--- src/rtl/bus_arb_pkg.sv ---
// Shared types and constants for the two-master byte-bus arbiter.
package bus_arb_pkg;

  typedef enum logic [2:0] {
    IDLE  = 3'd0,
    OWN0  = 3'd1,
    OWN1  = 3'd2,
    HOLD0 = 3'd3,
    HOLD1 = 3'd4
  } arbState_t;

  localparam logic M0 = 1'b0;
  localparam logic M1 = 1'b1;

  localparam logic [1:0] GRANT_NONE = 2'b00;
  localparam logic [1:0] GRANT_M0   = 2'b01;
  localparam logic [1:0] GRANT_M1   = 2'b10;

  localparam int unsigned BEAT_W = 3;

  // One-hot owner encoding for a given arbiter state.
  function automatic logic [1:0] grantOf(input arbState_t s);
    case (s)
      OWN0, HOLD0: grantOf = GRANT_M0;
      OWN1, HOLD1: grantOf = GRANT_M1;
      default:     grantOf = GRANT_NONE;
    endcase
  endfunction

endpackage

--- src/rtl/bus_arb_if.sv ---
// Bundle of both master ports, the shared slave bus and arbiter status.
interface bus_arb_if;

  logic        m0Read;
  logic        m0Write;
  logic [31:0] m0Addr;
  logic [7:0]  m0DataOut;
  logic        m0Ready;
  logic [7:0]  m0DataIn;

  logic        m1Read;
  logic        m1Write;
  logic [31:0] m1Addr;
  logic [7:0]  m1DataOut;
  logic        m1Ready;
  logic [7:0]  m1DataIn;

  logic        readMem;
  logic        writeMem;
  logic [31:0] addressBus;
  logic [7:0]  dataBusIn;
  logic        memDataReady;
  logic [7:0]  dataBusOut;

  logic [1:0]  grant;
  logic        busy;

  // Arbiter view: serves both masters and drives the memory slave.
  modport slave (
    input  m0Read, m0Write, m0Addr, m0DataOut,
    input  m1Read, m1Write, m1Addr, m1DataOut,
    input  memDataReady, dataBusOut,
    output m0Ready, m0DataIn, m1Ready, m1DataIn,
    output readMem, writeMem, addressBus, dataBusIn,
    output grant, busy
  );

  // Environment view: masters plus the memory slave.
  modport master (
    output m0Read, m0Write, m0Addr, m0DataOut,
    output m1Read, m1Write, m1Addr, m1DataOut,
    output memDataReady, dataBusOut,
    input  m0Ready, m0DataIn, m1Ready, m1DataIn,
    input  readMem, writeMem, addressBus, dataBusIn,
    input  grant, busy
  );

endinterface

--- src/rtl/bus_arb_pick.sv ---
// Owner picker: chooses the IDLE winner and decides whether the holder keeps the bus.
// BUS_ARB_ROUND_ROBIN_EN selects symmetric burst limiting; otherwise M1 yields at once.
module bus_arb_pick
  import bus_arb_pkg::*;
#(
  parameter int unsigned BURST_MAX = 4
) (
  input  logic              req0,
  input  logic              req1,
  input  logic              lastOwner,
  input  logic              owner,
  input  logic [BEAT_W-1:0] beatCnt,
  output logic              idlePick,
  output logic              keepOwner
);

  logic ownerReq;
  logic otherReq;
  logic underLimit;

  always_comb begin
    ownerReq   = (owner == M1) ? req1 : req0;
    otherReq   = (owner == M1) ? req0 : req1;
    underLimit = beatCnt < BEAT_W'(BURST_MAX);

    // A tie goes to whoever did not own last; fixed priority ties lastOwner to M1.
    if (req0 && req1) idlePick = ~lastOwner;
    else              idlePick = (req1 && !req0) ? M1 : M0;

`ifdef BUS_ARB_ROUND_ROBIN_EN
    keepOwner = ownerReq && (!otherReq || underLimit);
`else
    keepOwner = ownerReq && (!otherReq || ((owner == M0) && underLimit));
`endif
  end

endmodule

--- src/rtl/bus_arbiter.sv ---
// Two-master arbiter for the byte-wide memory bus with grant hold and burst limiting.
// Define BUS_ARB_ROUND_ROBIN_EN for alternating IDLE priority; default is fixed M0 priority.
module bus_arbiter
  import bus_arb_pkg::*;
#(
  parameter int unsigned HOLD_CYCLES = 2,
  parameter int unsigned BURST_MAX   = 4
) (
  input logic    clk,
  input logic    rst,
  bus_arb_if.slave bus
);

  localparam int unsigned HOLD_W = $clog2(HOLD_CYCLES + 1);

  arbState_t         state, stateNext;
  logic [BEAT_W-1:0] beatCnt, beatNext;
  logic [HOLD_W-1:0] holdCnt, holdNext;
  logic [1:0]        grantQ;
  logic              lastOwner;

  logic m0Wr, m0Rd, req0;
  logic m1Wr, m1Rd, req1;
  logic owner, idlePick, keepOwner;
  logic readyOk;

  logic        readMemC, writeMemC;
  logic [31:0] addrC;
  logic [7:0]  wdataC;
  logic        m0ReadyC, m1ReadyC;
  logic [7:0]  m0DataC, m1DataC;

  // Write wins when a master raises both strobes.
  assign m0Wr = bus.m0Write;
  assign m0Rd = bus.m0Read & ~bus.m0Write;
  assign req0 = m0Rd | m0Wr;
  assign m1Wr = bus.m1Write;
  assign m1Rd = bus.m1Read & ~bus.m1Write;
  assign req1 = m1Rd | m1Wr;

  assign owner   = ((state == OWN1) || (state == HOLD1)) ? M1 : M0;
  assign readyOk = bus.memDataReady & ~rst;

  bus_arb_pick #(.BURST_MAX(BURST_MAX)) uPick (
    .req0      (req0),
    .req1      (req1),
    .lastOwner (lastOwner),
    .owner     (owner),
    .beatCnt   (beatCnt),
    .idlePick  (idlePick),
    .keepOwner (keepOwner)
  );

  always_ff @(posedge clk) begin
    if (rst) begin
      state   <= IDLE;
      beatCnt <= '0;
      holdCnt <= '0;
      grantQ  <= GRANT_NONE;
    end else begin
      state   <= stateNext;
      beatCnt <= beatNext;
      holdCnt <= holdNext;
      grantQ  <= grantOf(stateNext);
    end
  end

`ifdef BUS_ARB_ROUND_ROBIN_EN
  // Reset to M1 so M0 wins the first tie.
  always_ff @(posedge clk) begin
    if (rst)                    lastOwner <= M1;
    else if (stateNext == OWN0) lastOwner <= M0;
    else if (stateNext == OWN1) lastOwner <= M1;
  end
`else
  assign lastOwner = M1;
`endif

  // Next-state logic and combinational forwarding toward the slave and the owner.
  always_comb begin
    stateNext = state;
    beatNext  = beatCnt;
    holdNext  = holdCnt;
    readMemC  = 1'b0;
    writeMemC = 1'b0;
    addrC     = 32'h0;
    wdataC    = 8'h00;
    m0ReadyC  = 1'b0;
    m1ReadyC  = 1'b0;
    m0DataC   = 8'h00;
    m1DataC   = 8'h00;

    case (state)
      IDLE: begin
        if (req0 || req1) begin
          stateNext = (idlePick == M1) ? OWN1 : OWN0;
          beatNext  = '0;
        end
      end

      OWN0: begin
        readMemC  = m0Rd;
        writeMemC = m0Wr;
        addrC     = bus.m0Addr;
        wdataC    = bus.m0DataOut;
        m0DataC   = bus.dataBusOut;
        if (!req0) begin
          stateNext = HOLD0;
          holdNext  = '0;
        end else if (readyOk) begin
          m0ReadyC  = 1'b1;
          beatNext  = (beatCnt == '1) ? beatCnt : beatCnt + BEAT_W'(1);
          stateNext = HOLD0;
          holdNext  = '0;
        end
      end

      OWN1: begin
        readMemC  = m1Rd;
        writeMemC = m1Wr;
        addrC     = bus.m1Addr;
        wdataC    = bus.m1DataOut;
        m1DataC   = bus.dataBusOut;
        if (!req1) begin
          stateNext = HOLD1;
          holdNext  = '0;
        end else if (readyOk) begin
          m1ReadyC  = 1'b1;
          beatNext  = (beatCnt == '1) ? beatCnt : beatCnt + BEAT_W'(1);
          stateNext = HOLD1;
          holdNext  = '0;
        end
      end

      HOLD0: begin
        if (keepOwner) begin
          stateNext = OWN0;
        end else if (req1) begin
          stateNext = OWN1;
          beatNext  = '0;
        end else if (holdCnt == HOLD_W'(HOLD_CYCLES - 1)) begin
          stateNext = IDLE;
        end else begin
          holdNext = holdCnt + HOLD_W'(1);
        end
      end

      HOLD1: begin
        if (keepOwner) begin
          stateNext = OWN1;
        end else if (req0) begin
          stateNext = OWN0;
          beatNext  = '0;
        end else if (holdCnt == HOLD_W'(HOLD_CYCLES - 1)) begin
          stateNext = IDLE;
        end else begin
          holdNext = holdCnt + HOLD_W'(1);
        end
      end

      default: stateNext = IDLE;
    endcase
  end

  assign bus.readMem    = readMemC;
  assign bus.writeMem   = writeMemC;
  assign bus.addressBus = addrC;
  assign bus.dataBusIn  = wdataC;
  assign bus.m0Ready    = m0ReadyC;
  assign bus.m1Ready    = m1ReadyC;
  assign bus.m0DataIn   = m0DataC;
  assign bus.m1DataIn   = m1DataC;
  assign bus.grant      = grantQ;
  assign bus.busy       = (readMemC | writeMemC) & ~bus.memDataReady;

endmodule

--- src/flat_wrapper.sv ---
// flat-port wrapper written by rule: the top's interface ports become plain ports
module bus_arbiter_flat import bus_arb_pkg::*;
#(
  parameter int unsigned HOLD_CYCLES = 2,
  parameter int unsigned BURST_MAX   = 4
)
  (clk, rst, bus_m0Read, bus_m0Write, bus_m0Addr, bus_m0DataOut, bus_m1Read, bus_m1Write, bus_m1Addr, bus_m1DataOut, bus_memDataReady, bus_dataBusOut, bus_m0Ready, bus_m0DataIn, bus_m1Ready, bus_m1DataIn, bus_readMem, bus_writeMem, bus_addressBus, bus_dataBusIn, bus_grant, bus_busy);
  bus_arb_if bus_i ();
  input logic clk;
  input logic rst;
  input wire logic [$bits(bus_i.m0Read)-1:0] bus_m0Read;
  input wire logic [$bits(bus_i.m0Write)-1:0] bus_m0Write;
  input wire logic [$bits(bus_i.m0Addr)-1:0] bus_m0Addr;
  input wire logic [$bits(bus_i.m0DataOut)-1:0] bus_m0DataOut;
  input wire logic [$bits(bus_i.m1Read)-1:0] bus_m1Read;
  input wire logic [$bits(bus_i.m1Write)-1:0] bus_m1Write;
  input wire logic [$bits(bus_i.m1Addr)-1:0] bus_m1Addr;
  input wire logic [$bits(bus_i.m1DataOut)-1:0] bus_m1DataOut;
  input wire logic [$bits(bus_i.memDataReady)-1:0] bus_memDataReady;
  input wire logic [$bits(bus_i.dataBusOut)-1:0] bus_dataBusOut;
  output wire logic [$bits(bus_i.m0Ready)-1:0] bus_m0Ready;
  output wire logic [$bits(bus_i.m0DataIn)-1:0] bus_m0DataIn;
  output wire logic [$bits(bus_i.m1Ready)-1:0] bus_m1Ready;
  output wire logic [$bits(bus_i.m1DataIn)-1:0] bus_m1DataIn;
  output wire logic [$bits(bus_i.readMem)-1:0] bus_readMem;
  output wire logic [$bits(bus_i.writeMem)-1:0] bus_writeMem;
  output wire logic [$bits(bus_i.addressBus)-1:0] bus_addressBus;
  output wire logic [$bits(bus_i.dataBusIn)-1:0] bus_dataBusIn;
  output wire logic [$bits(bus_i.grant)-1:0] bus_grant;
  output wire logic [$bits(bus_i.busy)-1:0] bus_busy;
  assign bus_i.m0Read = bus_m0Read;
  assign bus_i.m0Write = bus_m0Write;
  assign bus_i.m0Addr = bus_m0Addr;
  assign bus_i.m0DataOut = bus_m0DataOut;
  assign bus_i.m1Read = bus_m1Read;
  assign bus_i.m1Write = bus_m1Write;
  assign bus_i.m1Addr = bus_m1Addr;
  assign bus_i.m1DataOut = bus_m1DataOut;
  assign bus_i.memDataReady = bus_memDataReady;
  assign bus_i.dataBusOut = bus_dataBusOut;
  assign bus_m0Ready = bus_i.m0Ready;
  assign bus_m0DataIn = bus_i.m0DataIn;
  assign bus_m1Ready = bus_i.m1Ready;
  assign bus_m1DataIn = bus_i.m1DataIn;
  assign bus_readMem = bus_i.readMem;
  assign bus_writeMem = bus_i.writeMem;
  assign bus_addressBus = bus_i.addressBus;
  assign bus_dataBusIn = bus_i.dataBusIn;
  assign bus_grant = bus_i.grant;
  assign bus_busy = bus_i.busy;
  bus_arbiter #(.HOLD_CYCLES(HOLD_CYCLES), .BURST_MAX(BURST_MAX)) u_core (.clk(clk), .rst(rst), .bus(bus_i));
endmodule
--- config.mk ---
export PLATFORM = sky130hd
export DESIGN_NAME = bus_arbiter_flat
export DESIGN_NICKNAME = d
export VERILOG_FILES = /design/src/rtl/bus_arb_pkg.sv /design/src/rtl/bus_arb_if.sv /design/src/rtl/bus_arb_pick.sv /design/src/rtl/bus_arbiter.sv /design/src/flat_wrapper.sv
export SDC_FILE = /design/constraint.sdc
export NUM_CORES = 1
export LEC_CHECK = 0
export CAP_MARGIN = 40
export CELL_PAD_IN_SITES_DETAIL_PLACEMENT = 0
export CELL_PAD_IN_SITES_GLOBAL_PLACEMENT = 1
export CORE_MARGIN = 2
export CORE_UTILIZATION = 16
export CTS_BUF_LIST = sky130_fd_sc_hd__clkbuf_8
export CTS_CLUSTER_DIAMETER = 30
export CTS_CLUSTER_SIZE = 16
export DETAILED_ROUTE_END_ITERATION = 10
export PLACE_DENSITY_LB_ADDON = 0.12
export SLEW_MARGIN = 0
export SYNTH_ARGS = -nofsm -noshare
export SYNTH_HDL_FRONTEND = slang
export SYNTH_SLANG_ARGS = --single-unit
--- constraint.sdc ---
create_clock -name clk -period 2.37 [get_ports clk]
set_clock_uncertainty 0.15 [all_clocks]
set_input_delay 0.5925 -clock clk [delete_from_list [all_inputs] [get_ports clk]]
set_output_delay 0.5925 -clock clk [all_outputs]
set_load 0.05 [all_outputs]
Word level (Yosys, flattened, before mapping)
Index checks and enable logic that the tools add are counted.
- add/subtract/negate cells: 2
- magnitude comparators: 1
- equality and inequality tests: 19
- mux-type cells: 48
- bitwise gates (word level): 12
- reductions and logical operators: 16
- operators by type and width (cell ; number):
    32-bit one-hot mux with 2 select lines ; 1
    3-bit two-way mux ; 19
    3-bit one-hot mux with 5 select lines ; 2
    2-bit two-way mux ; 9
    8-bit two-way mux ; 2
    8-bit one-hot mux with 2 select lines ; 1
    3-bit by 2-bit == test with 1-bit output, second input constant ; 4
    1-bit two-way mux ; 10
    2-bit by 1-bit != test with 1-bit output, second input constant ; 5
    3-bit == test, second input constant ; 3
    2-bit != test, second input constant ; 4
    2-bit one-hot mux with 4 select lines ; 1
    8-bit AND reduction ; 1
    3-bit by 1-bit == test with 1-bit output, second input constant ; 2
    1-bit NOT ; 5
    5-bit AND reduction ; 1
    5-bit nonzero test ; 1
    1-bit bitwise AND ; 4
    1-bit logical AND ; 4
    1-bit one-hot mux with 2 select lines ; 2
    2-bit one-hot mux with 2 select lines ; 1
    4-bit nonzero test ; 1
    2-bit OR reduction ; 2
    3-bit by 1-bit adder with 3-bit output, second input constant ; 1
    7 further kinds ; 12
- register bits: 10
- bits of input ports: 95
- output and inout port bits: 63
- word-level logic and storage cells: 102

Logic depth before layout (Yosys ltp)
Gate-level depths: netlist of the first run.
- word-level depth: 13
- mapped depth: 7
- gate-level depth less buffers: 7

By module
Synthesis of the first run repeated with hierarchy kept, for this count alone.
- cells, all modules: 168
- area, all modules: 1328.8 µm²
- by module, submodules not included (module ; times used ; cells each ; area each (µm²) ; sequential area each (µm²)):
    bus_arbiter ; 1 ; 164 ; 1301.2 ; 200.2
    bus_arb_pick ; 1 ; 4 ; 27.5 ; 0.0

Worst setup path after synthesis of the first run
No wires, ideal clock.
- path type: flip-flop to output port
- start: reg u_core.state[0]
- end: out bus_busy
- arrival time: 1.985 ns
- data required time: 1.627 ns
- setup slack: -0.357 ns
- stages on the path, launching flop included: 6
- path buffers: 2
- cells stage by stage: dfxtp_1 > buf_2 > nor3b_2 > clkbuf_1 > nand2_1 > a21oi_1
- cells in the longest elaborated chain, start to end: 4
- elaborated cells between the ends (all ways): 6
- those cells by class: eq/ne (2); mux (2); bitwise (2)
- RTL lines (item ; RTL line ; text):
    start, declared ; bus_arbiter.sv:16 ; arbState_t state, stateNext;
    start signal, assigned ; bus_arbiter.sv:61 ; state <= stateNext;
    3-bit by 2-bit == test with 1-bit output or 3-bit by 1-bit == test with 1-bit output (tied branches) ; bus_arbiter.sv:93 ; case (state)
    1-bit one-hot mux with 2 select lines ; bus_arbiter.sv:93 ;
    1-bit bitwise OR (*) ; bus_arbiter.sv:174 ; assign bus.busy = (readMemC | writeMemC) & ~bus.memDataReady;
    1-bit bitwise AND (*) ; bus_arbiter.sv:174 ;
    end, declared ; flat_wrapper.sv:30 ; output wire logic [$bits(bus_i.busy)-1:0] bus_busy;
Mark *: on every way between the ends. The rest lies on a longest branch, timed or not.

Worst setup path after layout of the first run
- start: reg u_core.state[1]
- end: out bus_addressBus[15]
- cells in the longest elaborated chain, start to end: 2
- elaborated cells between the ends (all ways): 3
- those cells by class: eq/ne (2); mux (1)
- RTL lines (item ; RTL line ; text):
    3-bit by 2-bit == test with 1-bit output or 3-bit by 1-bit == test with 1-bit output (tied branches) ; bus_arbiter.sv:93 ;
    32-bit one-hot mux with 2 select lines (*) ; bus_arbiter.sv:93 ;
    end, declared ; flat_wrapper.sv:27 ; output wire logic [$bits(bus_i.addressBus)-1:0] bus_addressBus;
Marks and branches as above.

==> results of run 1 <==
sequential cells by signal, summed over array words and instances (netlist names):
| signal | count |
|---|---|
| u_core.holdCnt | 2 |
| u_core.bus.grant | 2 |
| u_core.beatCnt | 3 |
| u_core.state | 3 |
critical path, cell delays in order, from the launching register on:
cell     delay (ns)
dfxtp_1        0.40
nor3b_4        0.22
buf_4          0.16
buf_12         0.18
a22o_2         0.19
buf_12         0.14
cells in the final DEF, fill, tap and decap left out, types with 4 or more instances in the layout:
cell type        Yosys  final
nor3_1               5      4
clkdlybuf4s50_1      0     92
a21oi_1              5      4
clkbuf_8             0      4
dlygate4sd2_1        0      4
buf_4                0     30
nand2b_1             8      7
a22o_2               0     41
buf_12               0     63
dfxtp_1             10      8
nor2_1              12     10
and2_1              16     16
nand2_1              9      7
per-layer routing:
layer  routed length [µm]  up-vias
met4                   57        0
met2                 3590       89
met3                  742        8
met1                 2900      933
li1                     -      988
met5                    0        -
final cells by class:
cell class / count / share of cell area
timing repair buffer: 190 / 0.624
sequential: 10 / 0.0513
inverter: 2 / 0.00190
tap: 102 / 0.0323
multi-input combinational: 139 / 0.277
clock buffer: 4 / 0.0139
logic make-up after synthesis:
family,Yosys count,synth area share
flops,10,0.158
fa+ha+maj,3,0.0296
simple gates,68,0.302
buf+inv,18,0.0573
compound gates,64,0.418
mux,3,0.0277
xor+xnor,1,0.00692
through the flow:
stage          setup WS (ns)  std cells  hold WS [ns]  total power (µW)  utilization
2_1_floorplan        -0.0869        167         0.303               977            -
3_3_place_gp          -0.235        435         0.312              1850        0.494
3_5_place_dp          -0.248        435         0.324              1850        0.494
4_1_cts               0.0236        445         0.331              2100        0.508
5_1_grt               0.0231        447         0.359              2200        0.514
6_report              0.0923        447         0.326              2100        0.514
power by group through the flow:
stage	sequential (µW)	combinational, µW	clock [µW]
after floorplan	209	768	0
after global placement	198	1650	0
after detailed placement	198	1650	0
after CTS	195	1680	224
after global routing	198	1770	233
final	195	1690	217
final timing paths:
check | start | to | slack [ns] | cells past startpoint
max reg2reg | u_core.state[1] | u_core.beatCnt[0] | 0.28 | 6
max | u_core.state[1] | bus_addressBus[15] | 0.09 | 5
min | u_core.beatCnt[1] | u_core.beatCnt[1] | 0.33 | 2
min reg2reg | u_core.beatCnt[1] | u_core.beatCnt[1] | 0.33 | 2
repair_timing:
action	in CTS	in global routing
setup endpoints to repair	44	50
buffers inserted	6	1
hold buffers	0	0
gates cloned	0	1
pin swaps	3	0
resized for setup	10	4
==> impl_metrics.sql, run 1 <==
INSERT INTO impl_metrics (metric_group, metric, value, unit) VALUES
('run_status', 'outcome', 'finished, final reports clean', ''),
('cells_and_area', 'fill_cells', '716', ''),
('clock_tree', 'tritoncts', 'yes', ''),
('die', 'fp.dieW', '93.0', 'µm'),
('logic_synthesis', 'postSynthRegisterBits', '10', ''),
('logic_synthesis', 'post-synth-top-area-fraction', '0.284', ''),
('timing', 'layout_worst_path_cycle_share', '0.961', ''),
('logic_synthesis', 'proportion_of_synthesized_chip_area_in_sequential_cells', '0.158', ''),
('pwr', 'static_leakage', '0.00161', 'µW'),
('logic_synthesis', 'cell_type_contributing_the_most_total_cell_area_after_synthesis', 'a22o_1', ''),
('clock_tree', 'cts-root-buf', 'clkbuf_8', ''),
('logic_synthesis', 'most_frequent_cell_after_synthesis', 'a22o_1', ''),
('timing', 'maxSlewViolCount', '0', ''),
('pwr', 'internal_power', '1190', 'µW'),
('global_route', 'globalRouteMet1Util', '0.186', ''),
('global_route', 'groute.layer.met3.usage', '0.0667', ''),
('clock_tree', 'cts_buffer_depth', '2', ''),
('setup_path', 'cp-end-kind', 'output pin', ''),
('pwr', 'power.combinational.fraction', '0.804', ''),
('clock_tree', 'clk-insertion-delay-late', '0.24', 'ns'),
('timing', 'maximum_clock_frequency', '439', 'MHz'),
('pwr', 'power.switching', '912', 'µW'),
('die', 'initial_utilization', '0.165', ''),
('global_route', 'gr-usage-all-layers', '0.162', ''),
('logic_synthesis', 'synth_async_sr_flop_share', '0', ''),
('die', 'floorplan.io_pins', '158', ''),
('die', 'die_y', '93.0', 'µm'),
('die', 'die_area', '8640', 'µm²'),
('clock_tree', 'ctsHtreeMaxLevel', '1', ''),
('detailed_routing', 'drt_pass1_iterations', '4', ''),
('global_route', 'first_global_vias', '2183', ''),
('timing', 'period_minus_ws_final', '2.28', 'ns'),
('logic_synthesis', 'syn-cell-area', '1270', 'µm²'),
('timing', 'max-slew-margin-rel', '0.667', ''),
('timing', 'timing.setup.tns', '0', 'ns'),
('detailed_routing', 'route.detailed.drc', '0', ''),
('detailed_routing', 'avgViaCountPerCell', '4.51', ''),
('cells_and_area', 'final_area', '3950', 'µm²'),
('pwr', 'seq_pwr_share', '0.093', ''),
('cells_and_area', 'seqCellArea', '203', 'µm²'),
('cells_and_area', 'syn2layout_area_growth', '212', '%'),
('setup_path', 'worst-path-max-fanout', '34', ''),
('placed_design', 'detail_placement_hpwl', '6140', 'µm'),
('timing', 'finalHoldViolations', '0', ''),
('logic_synthesis', 'mappedNetlistNets', '265', ''),
('pwr', 'max-vdd-ir-drop', '252', 'µV'),
('timing', 'worst_slew_pin_slew', '0.499', 'ns'),
('clock_tree', 'clock_transition_at_path_regs', '0.05', 'ns'),
('global_route', 'largest_net_degree_at_the_start_of_global_routing', '45', ''),
('placed_design', 'port-buffer-count', '157', ''),
('logic_synthesis', 'synth.cells.most_frequent', '41 x a22o_1, 16 x and2_1, 12 x clkbuf_1, 12 x nor2_1, 10 x dfxtp_1', ''),
('logic_synthesis', 'synth_edf_count', '0', ''),
('global_route', 'grt_antenna_before_repair', '0', ''),
('die', 'floorplan.core_area', '7690', 'µm²'),
('global_route', 'grt_pass1_wl', '11000', 'µm'),
('setup_path', 'setup.worst_path.class', 'reg -> out', ''),
('setup_path', 'worstPathArrival', '1.54', 'ns'),
('placed_design', 'place_congestion', '0.827', ''),
('clock_tree', 'clock_sinks', '10', ''),
('global_route', 'global_route.usage.met2', '0.285', ''),
('logic_synthesis', 'syn_inst', '167', ''),
('global_route', 'gr-total-overflow', '0', ''),
('setup_path', 'critPathRequiredTime', '1.63', 'ns'),
('timing', 'unrepaired_setup_endpoints_after_global_routing', 'no', ''),
('detailed_routing', 'antenna_viol_nets_final', '0', ''),
('run', 'drv.max_cap_violation_count', '0', ''),
('placed_design', 'postPlaceCellArea', '3800', 'µm²'),
('detailed_routing', 'detailroute.via_count', '2018', ''),
('detailed_routing', 'routed_wl', '7290', 'µm'),
('pwr', 'sw_frac_of_total', '0.434', ''),
('setup_path', 'critical_path.startpoint_type', 'flop', '');
Power figures use the tool's default switching activity.
==> inputs of run 2 (changes only) <==
CORE_MARGIN = unset   (was 2)
==> run 2 against run 1 <==
  * Critical path type unchanged
  * Highest routed layer unchanged
  * Routed wire length grew 0.23%
  * Fmax is 1.7% lower
  * Die area is 4.3% lower
==> impl_metrics.sql, run 2 (synthesis results as in run 1) <==
INSERT INTO impl_metrics (metric_group, metric, value, unit) VALUES
('die', 'die_y', '91.0', 'µm'),
('timing', 'layout_worst_path_cycle_share', '0.977', ''),
('clock_tree', 'clock_sinks', '10', ''),
('setup_path', 'worst-path-max-fanout', '27', ''),
('pwr', 'power.density', '536', 'nW/µm²'),
('placed_design', 'preCtsSetupSlack', '-0.198', 'ns'),
('cells_and_area', 'final_common_cell', 'clkdlybuf4s50_1', ''),
('cells_and_area', 'reg_top3', 'u_core.beatCnt x3, u_core.state x3', ''),
('detailed_routing', 'drt_iter0_markers', '66', ''),
('detailed_routing', 'antenna_viol_nets_final', '0', ''),
('setup_path', 'critical_path.startpoint_type', 'flop', ''),
('worst_hold_path', 'hold_class', 'reg -> reg', ''),
('run_status', 'outcome', 'finished, final reports clean', ''),
('detailed_routing', 'avgViaCountPerCell', '4.55', ''),
('pwr', 'p_total', '2150', 'µW'),
('setup_path', 'r2r-end', 'u_core.beatCnt[0]', ''),
('cells_and_area', 'syn2layout_area_growth', '217', '%'),
('setup_path', 'critPathRequiredTime', '1.63', 'ns'),
('clock_tree', 'cts_inserted_buffers', '3', ''),
('global_route', 'grt_antenna_before_repair', '0', ''),
('global_route', 'gr-total-overflow', '0', ''),
('detailed_routing', 'routed_wl', '7310', 'µm'),
('pwr', 'static_leakage', '0.00164', 'µW'),
('clock_tree', 'clk-insertion-delay-late', '0.24', 'ns'),
('cells_and_area', 'multi_input_comb_area', '1130', 'µm²'),
('cells_and_area', 'highest_count_cells_in_the_layout_ignoring_fill_and_taps', '92 x clkdlybuf4s50_1, 64 x buf_12, 41 x a22o_2, 25 x buf_4, 10 x nor2_1', ''),
('run', 'drv.max_cap_violation_count', '0', ''),
('clock_tree', 'tritoncts', 'yes', ''),
('cells_and_area', 'drive_above_1_share', '0.481', ''),
('detailed_routing', 'detailroute.via_count', '2025', ''),
('placed_design', 'port-buffer-count', '157', ''),
('timing', 'unrepaired_setup_endpoints_after_global_routing', 'yes', ''),
('placed_design', 'place_congestion', '0.787', ''),
('global_route', 'largest_net_degree_at_the_start_of_global_routing', '45', ''),
('timing', 'finalSetupViolCount', '0', ''),
('worst_hold_path', 'min_path_cells', '2', ''),
('die', 'placementRows', '32', ''),
('cells_and_area', 'finalNetCount', '442', ''),
('placed_design', 'detail_placement_hpwl', '5970', 'µm'),
('setup_path', 'reg2reg_start', 'u_core.state[1]', ''),
('die', 'initial_utilization', '0.165', ''),
('timing', 'max-slew-margin-rel', '0.665', ''),
('worst_hold_path', 'min_delay_worst_endpoint', 'u_core.holdCnt[1]', ''),
('global_route', 'first_global_vias', '2158', ''),
('setup_path', 'cp-startpoint', 'u_core.state[0]', ''),
('die', 'fp.dieW', '91.0', 'µm'),
('detailed_routing', 'routedWlPerCell', '16.4', 'µm'),
('setup_path', 'setup.worst_path.class', 'reg -> out', ''),
('timing', 'setup_slack', '0.0535', 'ns'),
('worst_hold_path', 'worstHoldStart', 'u_core.holdCnt[1]', ''),
('die', 'floorplan.core_area', '7690', 'µm²'),
('timing', 'worst_slew_pin_slew', '0.501', 'ns'),
('global_route', 'grt_pass1_wl', '11400', 'µm'),
('setup_path', 'cp-end-kind', 'output pin', ''),
('setup_path', 'worstPathArrival', '1.57', 'ns'),
('cells_and_area', 'fill_cells', '703', ''),
('die', 'floorplan.io_pins', '158', ''),
('clock_tree', 'cts_buffer_depth', '2', ''),
('timing', 'finalHoldViolations', '0', ''),
('clock_tree', 'clock_transition_at_path_regs', '0.06', 'ns'),
('timing', 'period_minus_ws_final', '2.32', 'ns'),
('pwr', 'max-vdd-ir-drop', '228', 'µV'),
('cells_and_area', 'n_antenna_cell', '0', ''),
('timing', 'maxSlewViolCount', '0', ''),
('timing', 'finalHoldWorstSlack', '0.337', 'ns'),
('detailed_routing', 'drt_pass1_iterations', '6', ''),
('clock_tree', 'ctsHtreeMaxLevel', '1', ''),
('global_route', 'gr-usage-all-layers', '0.174', ''),
('setup_path', 'reg2reg_depth', '6', ''),
('timing', 'maximum_clock_frequency', '432', 'MHz'),
('detailed_routing', 'route.detailed.drc', '0', ''),
('clock_tree', 'cts-root-buf', 'clkbuf_8', ''),
('cells_and_area', 'seqCellArea', '203', 'µm²'),
('setup_path', 'r2r_setup_slack', '0.29', 'ns'),
('die', 'die_area', '8270', 'µm²');
==> run 2: layer usage <==
metal	up-vias	wire, µm	global-route usage
met5	-	0	0
met4	0	66	0.0357
met3	6	789	0.0720
met2	95	3530	0.290
met1	938	2930	0.209
li1	986	-	-
==> run 2: layout make-up <==
type | instances | area share
well taps | 102 | 0.0318
clock buffers | 4 | 0.0137
multi-input cells | 139 | 0.281
repair buffers | 188 | 0.622
inverters | 2 | 0.00187
flip-flops and latches | 10 | 0.0505
==> run 2: what timing repair did <==
| item | 4_1_cts | 5_1_grt |
|---|---|---|
| gates cloned | 1 | 1 |
| hold buffers | 0 | 0 |
| endpoints found under the setup margin | 30 | 53 |
| pin swaps | 3 | 3 |
| resized for setup | 9 | 16 |
| setup buffers | 2 | 2 |
==> run 2: power breakdown <==
group	internal [µW]	switching [µW]	total (µW)
Combinational	893	837	1730
Clock	147	81.5	229
Sequential	183	12.0	195
Total	1220	930	2150
==> run 2: critical path: stages (launching register included) <==
cell     delay (ns)
dfxtp_2        0.36
nor3b_4        0.31
buf_12         0.16
buf_12         0.16
a22o_2         0.19
buf_12         0.14
==> run 2: how the worst max path moves through the flow <==
stage / to / slack [ns] / cells past startpoint
final: bus_addressBus[10] / 0.05 / 5
after global routing: bus_addressBus[10] / -0.03 / 5
after CTS: bus_busy / 0.008 / 5
after detailed placement: bus_busy / -0.20 / 5
after global placement: bus_busy / -0.19 / 5
after floorplan: bus_busy / -0.09 / 5
==> run 2: stage by stage <==
step	utilization	TNS [ns]	std cells	cell area [µm²]
final	0.523	0	445	4020
after detailed placement	0.495	-1.36	435	3810
after floorplan	-	-0.130	167	1330
after global routing	0.523	-0.874	445	4020
after CTS	0.510	0	442	3920
after global placement	0.495	-1.23	435	3810
==> inputs of run 3 (changes only) <==
HOLD_SLACK_MARGIN = 0.1   (was unset)
TNS_END_PERCENT = 10   (was unset)
==> run 3 against run 2 <==
  * Combinational power down 3%
  * Sequential cell count unchanged
  * Die area unchanged
  * Global-route usage down 0.46 points
  * Cell area down 2.2%
  * Critical endpoint is now bus_m0Ready
==> impl_metrics.sql, run 3 (synthesis results as in run 1) <==
INSERT INTO impl_metrics (metric_group, metric, value, unit) VALUES
('detailed_routing', 'detailroute.via_count', '2016', ''),
('placed_design', 'port-buffer-count', '157', ''),
('detailed_routing', 'drt_pass1_iterations', '4', ''),
('die', 'fp.dieW', '91.0', 'µm'),
('timing', 'unrepaired_setup_endpoints_after_global_routing', 'yes', ''),
('detailed_routing', 'antenna_viol_nets_final', '0', ''),
('detailed_routing', 'routedWlPerCell', '16.3', 'µm'),
('pwr', 'p_total', '2100', 'µW'),
('clock_tree', 'clock_transition_at_path_regs', '0.05', 'ns'),
('cells_and_area', 'highest_count_cells_in_the_layout_ignoring_fill_and_taps', '92 x clkdlybuf4s50_1, 65 x buf_12, 38 x a22o_1, 24 x buf_4, 16 x and2_1', ''),
('timing', 'maximum_clock_frequency', '431', 'MHz'),
('cells_and_area', 'n_antenna_cell', '0', ''),
('cells_and_area', 'reg_top3', 'u_core.beatCnt x3, u_core.state x3', ''),
('clock_tree', 'ctsHtreeMaxLevel', '1', ''),
('global_route', 'first_global_vias', '1995', ''),
('clock_tree', 'clk-insertion-delay-late', '0.24', 'ns'),
('clock_tree', 'cts_inserted_buffers', '3', ''),
('run', 'drv.max_cap_violation_count', '0', ''),
('timing', 'finalHoldViolations', '0', ''),
('placed_design', 'postPlaceCellArea', '3800', 'µm²'),
('cells_and_area', 'drive_above_1_share', '0.351', ''),
('clock_tree', 'cts-root-buf', 'clkbuf_8', ''),
('detailed_routing', 'routed_wl', '7240', 'µm'),
('setup_path', 'cpPeakStageDelay', '0.42', 'ns'),
('setup_path', 'reg2reg_start', 'u_core.state[1]', ''),
('setup_path', 'critical_path.startpoint_type', 'primary input', ''),
('global_route', 'gr-total-overflow', '0', ''),
('timing', 'period_minus_ws_final', '2.32', 'ns'),
('cells_and_area', 'finalNetCount', '441', ''),
('timing', 'maxSlewViolCount', '0', ''),
('pwr', 'max-vdd-ir-drop', '246', 'µV'),
('global_route', 'global_route.usage.met2', '0.331', ''),
('cells_and_area', 'final_area', '3930', 'µm²'),
('detailed_routing', 'drt_iter0_markers', '62', ''),
('timing', 'timing.setup.tns', '0', 'ns'),
('global_route', 'gr-usage-all-layers', '0.169', ''),
('global_route', 'groute.layer.met3.usage', '0.0771', ''),
('setup_path', 'cp-startpoint', 'rst', ''),
('setup_path', 'setup.worst_path.class', 'in -> out', ''),
('cells_and_area', 'final_common_cell', 'clkdlybuf4s50_1', ''),
('timing', 'finalSetupViolCount', '0', ''),
('timing', 'worst_slew_pin_slew', '0.491', 'ns'),
('die', 'initial_utilization', '0.165', ''),
('run_status', 'outcome', 'finished, final reports clean', ''),
('detailed_routing', 'route.detailed.drc', '0', ''),
('clock_tree', 'clock_sinks', '10', ''),
('global_route', 'grt_pass1_wl', '10800', 'µm'),
('global_route', 'largest_net_degree_at_the_start_of_global_routing', '33', ''),
('die', 'placementRows', '32', ''),
('setup_path', 'timing.critical_path.slowest_stage_cell', 'clkdlybuf4s50_1', ''),
('pwr', 'static_leakage', '0.00160', 'µW'),
('clock_tree', 'tritoncts', 'yes', ''),
('die', 'die_area', '8270', 'µm²'),
('setup_path', 'worstPathArrival', '1.58', 'ns'),
('die', 'floorplan.io_pins', '158', ''),
('timing', 'layout_worst_path_cycle_share', '0.980', ''),
('setup_path', 'cp_cell_sequence', 'clkdlybuf4s50_1, nand2b_2, nor2_2, buf_12', ''),
('die', 'floorplan.core_area', '7690', 'µm²'),
('setup_path', 'critPathRequiredTime', '1.63', 'ns'),
('clock_tree', 'cts_buffer_depth', '2', ''),
('cells_and_area', 'syn2layout_area_growth', '210', '%'),
('global_route', 'grt_antenna_before_repair', '0', ''),
('worst_hold_path', 'hold_class', 'reg -> reg', ''),
('setup_path', 'cp-end-kind', 'output pin', ''),
('die', 'die_y', '91.0', 'µm'),
('setup_path', 'worst-path-max-fanout', '5', ''),
('detailed_routing', 'avgViaCountPerCell', '4.54', ''),
('global_route', 'globalRouteMet1Util', '0.163', ''),
('timing', 'max-slew-margin-rel', '0.672', ''),
('global_route', 'top_usage_layer', 'met2', ''),
('pwr', 'power.density', '534', 'nW/µm²'),
('placed_design', 'detail_placement_hpwl', '6220', 'µm'),
('worst_hold_path', 'worstHoldStart', 'u_core.beatCnt[1]', ''),
('placed_design', 'place_congestion', '0.833', '');
==> run 3: cell types whose count changed in the layout (fill, tap and decap cells not counted), moves of 2 or more <==
cell | before | now
and2_1 | 8 | 16
a22o_1 | 0 | 38
a22o_4 | 0 | 2
and2_4 | 8 | 0
a22o_2 | 41 | 1
==> run 3: path summary, 6_finish.rpt <==
path | end | slack (ns) | depth (start not counted)
max reg2reg | u_core.beatCnt[0] | 0.37 | 6
min | u_core.beatCnt[1] | 0.33 | 2
max | bus_m0Ready | 0.05 | 4
min reg2reg | u_core.beatCnt[1] | 0.33 | 2
==> run 3: what timing repair did <==
item / 4_1_cts / 5_1_grt
pin swaps: 2 / 5
resized for setup: 8 / 13
buffers inserted: 1 / 0
endpoints found under the setup margin: 5 / 32
gates cloned: 0 / 0
hold buffers: 0 / 0
==> run 3: worst max-delay path, delay by kind of cell <==
family / cells / cell delay [ns]
simple gates: 2 / 0.41
buf+inv: 2 / 0.57
==> run 3: power breakdown <==
group	internal [µW]	switching [µW]	total (µW)
logic	849	834	1680
registers	184	12.1	196
clock network	147	72.5	219
total	1180	919	2100
==> run 3: metrics by stage <==
stage	util	hold WS, ns	std cells	worst slack, ns
3_5_place_dp	0.494	0.323	439	-0.196
4_1_cts	0.504	0.333	444	0.000102
3_3_place_gp	0.494	0.315	439	-0.195
5_1_grt	0.511	0.357	444	-0.0191
6_report	0.511	0.330	444	0.0478
2_1_floorplan	-	0.303	167	-0.0870
==> run 3: cell type report <==
class                      count  area, µm²
sequential                    10        204
timing repair buffer         187       2470
clock buffer                   4       55.1
multi-input combinational    139       1070
tap                          102        128
inverter                       2       7.51
fill                         680       3760
==> run 3: per-layer routing <==
| layer | part of all wire | vias up | wire length [µm] |
|---|---|---|---|
| met5 | 0 | - | 0 |
| met4 | 0.013 | 0 | 93 |
| met3 | 0.11 | 8 | 807 |
| met2 | 0.55 | 93 | 3970 |
| met1 | 0.33 | 927 | 2370 |
| li1 | - | 988 | - |
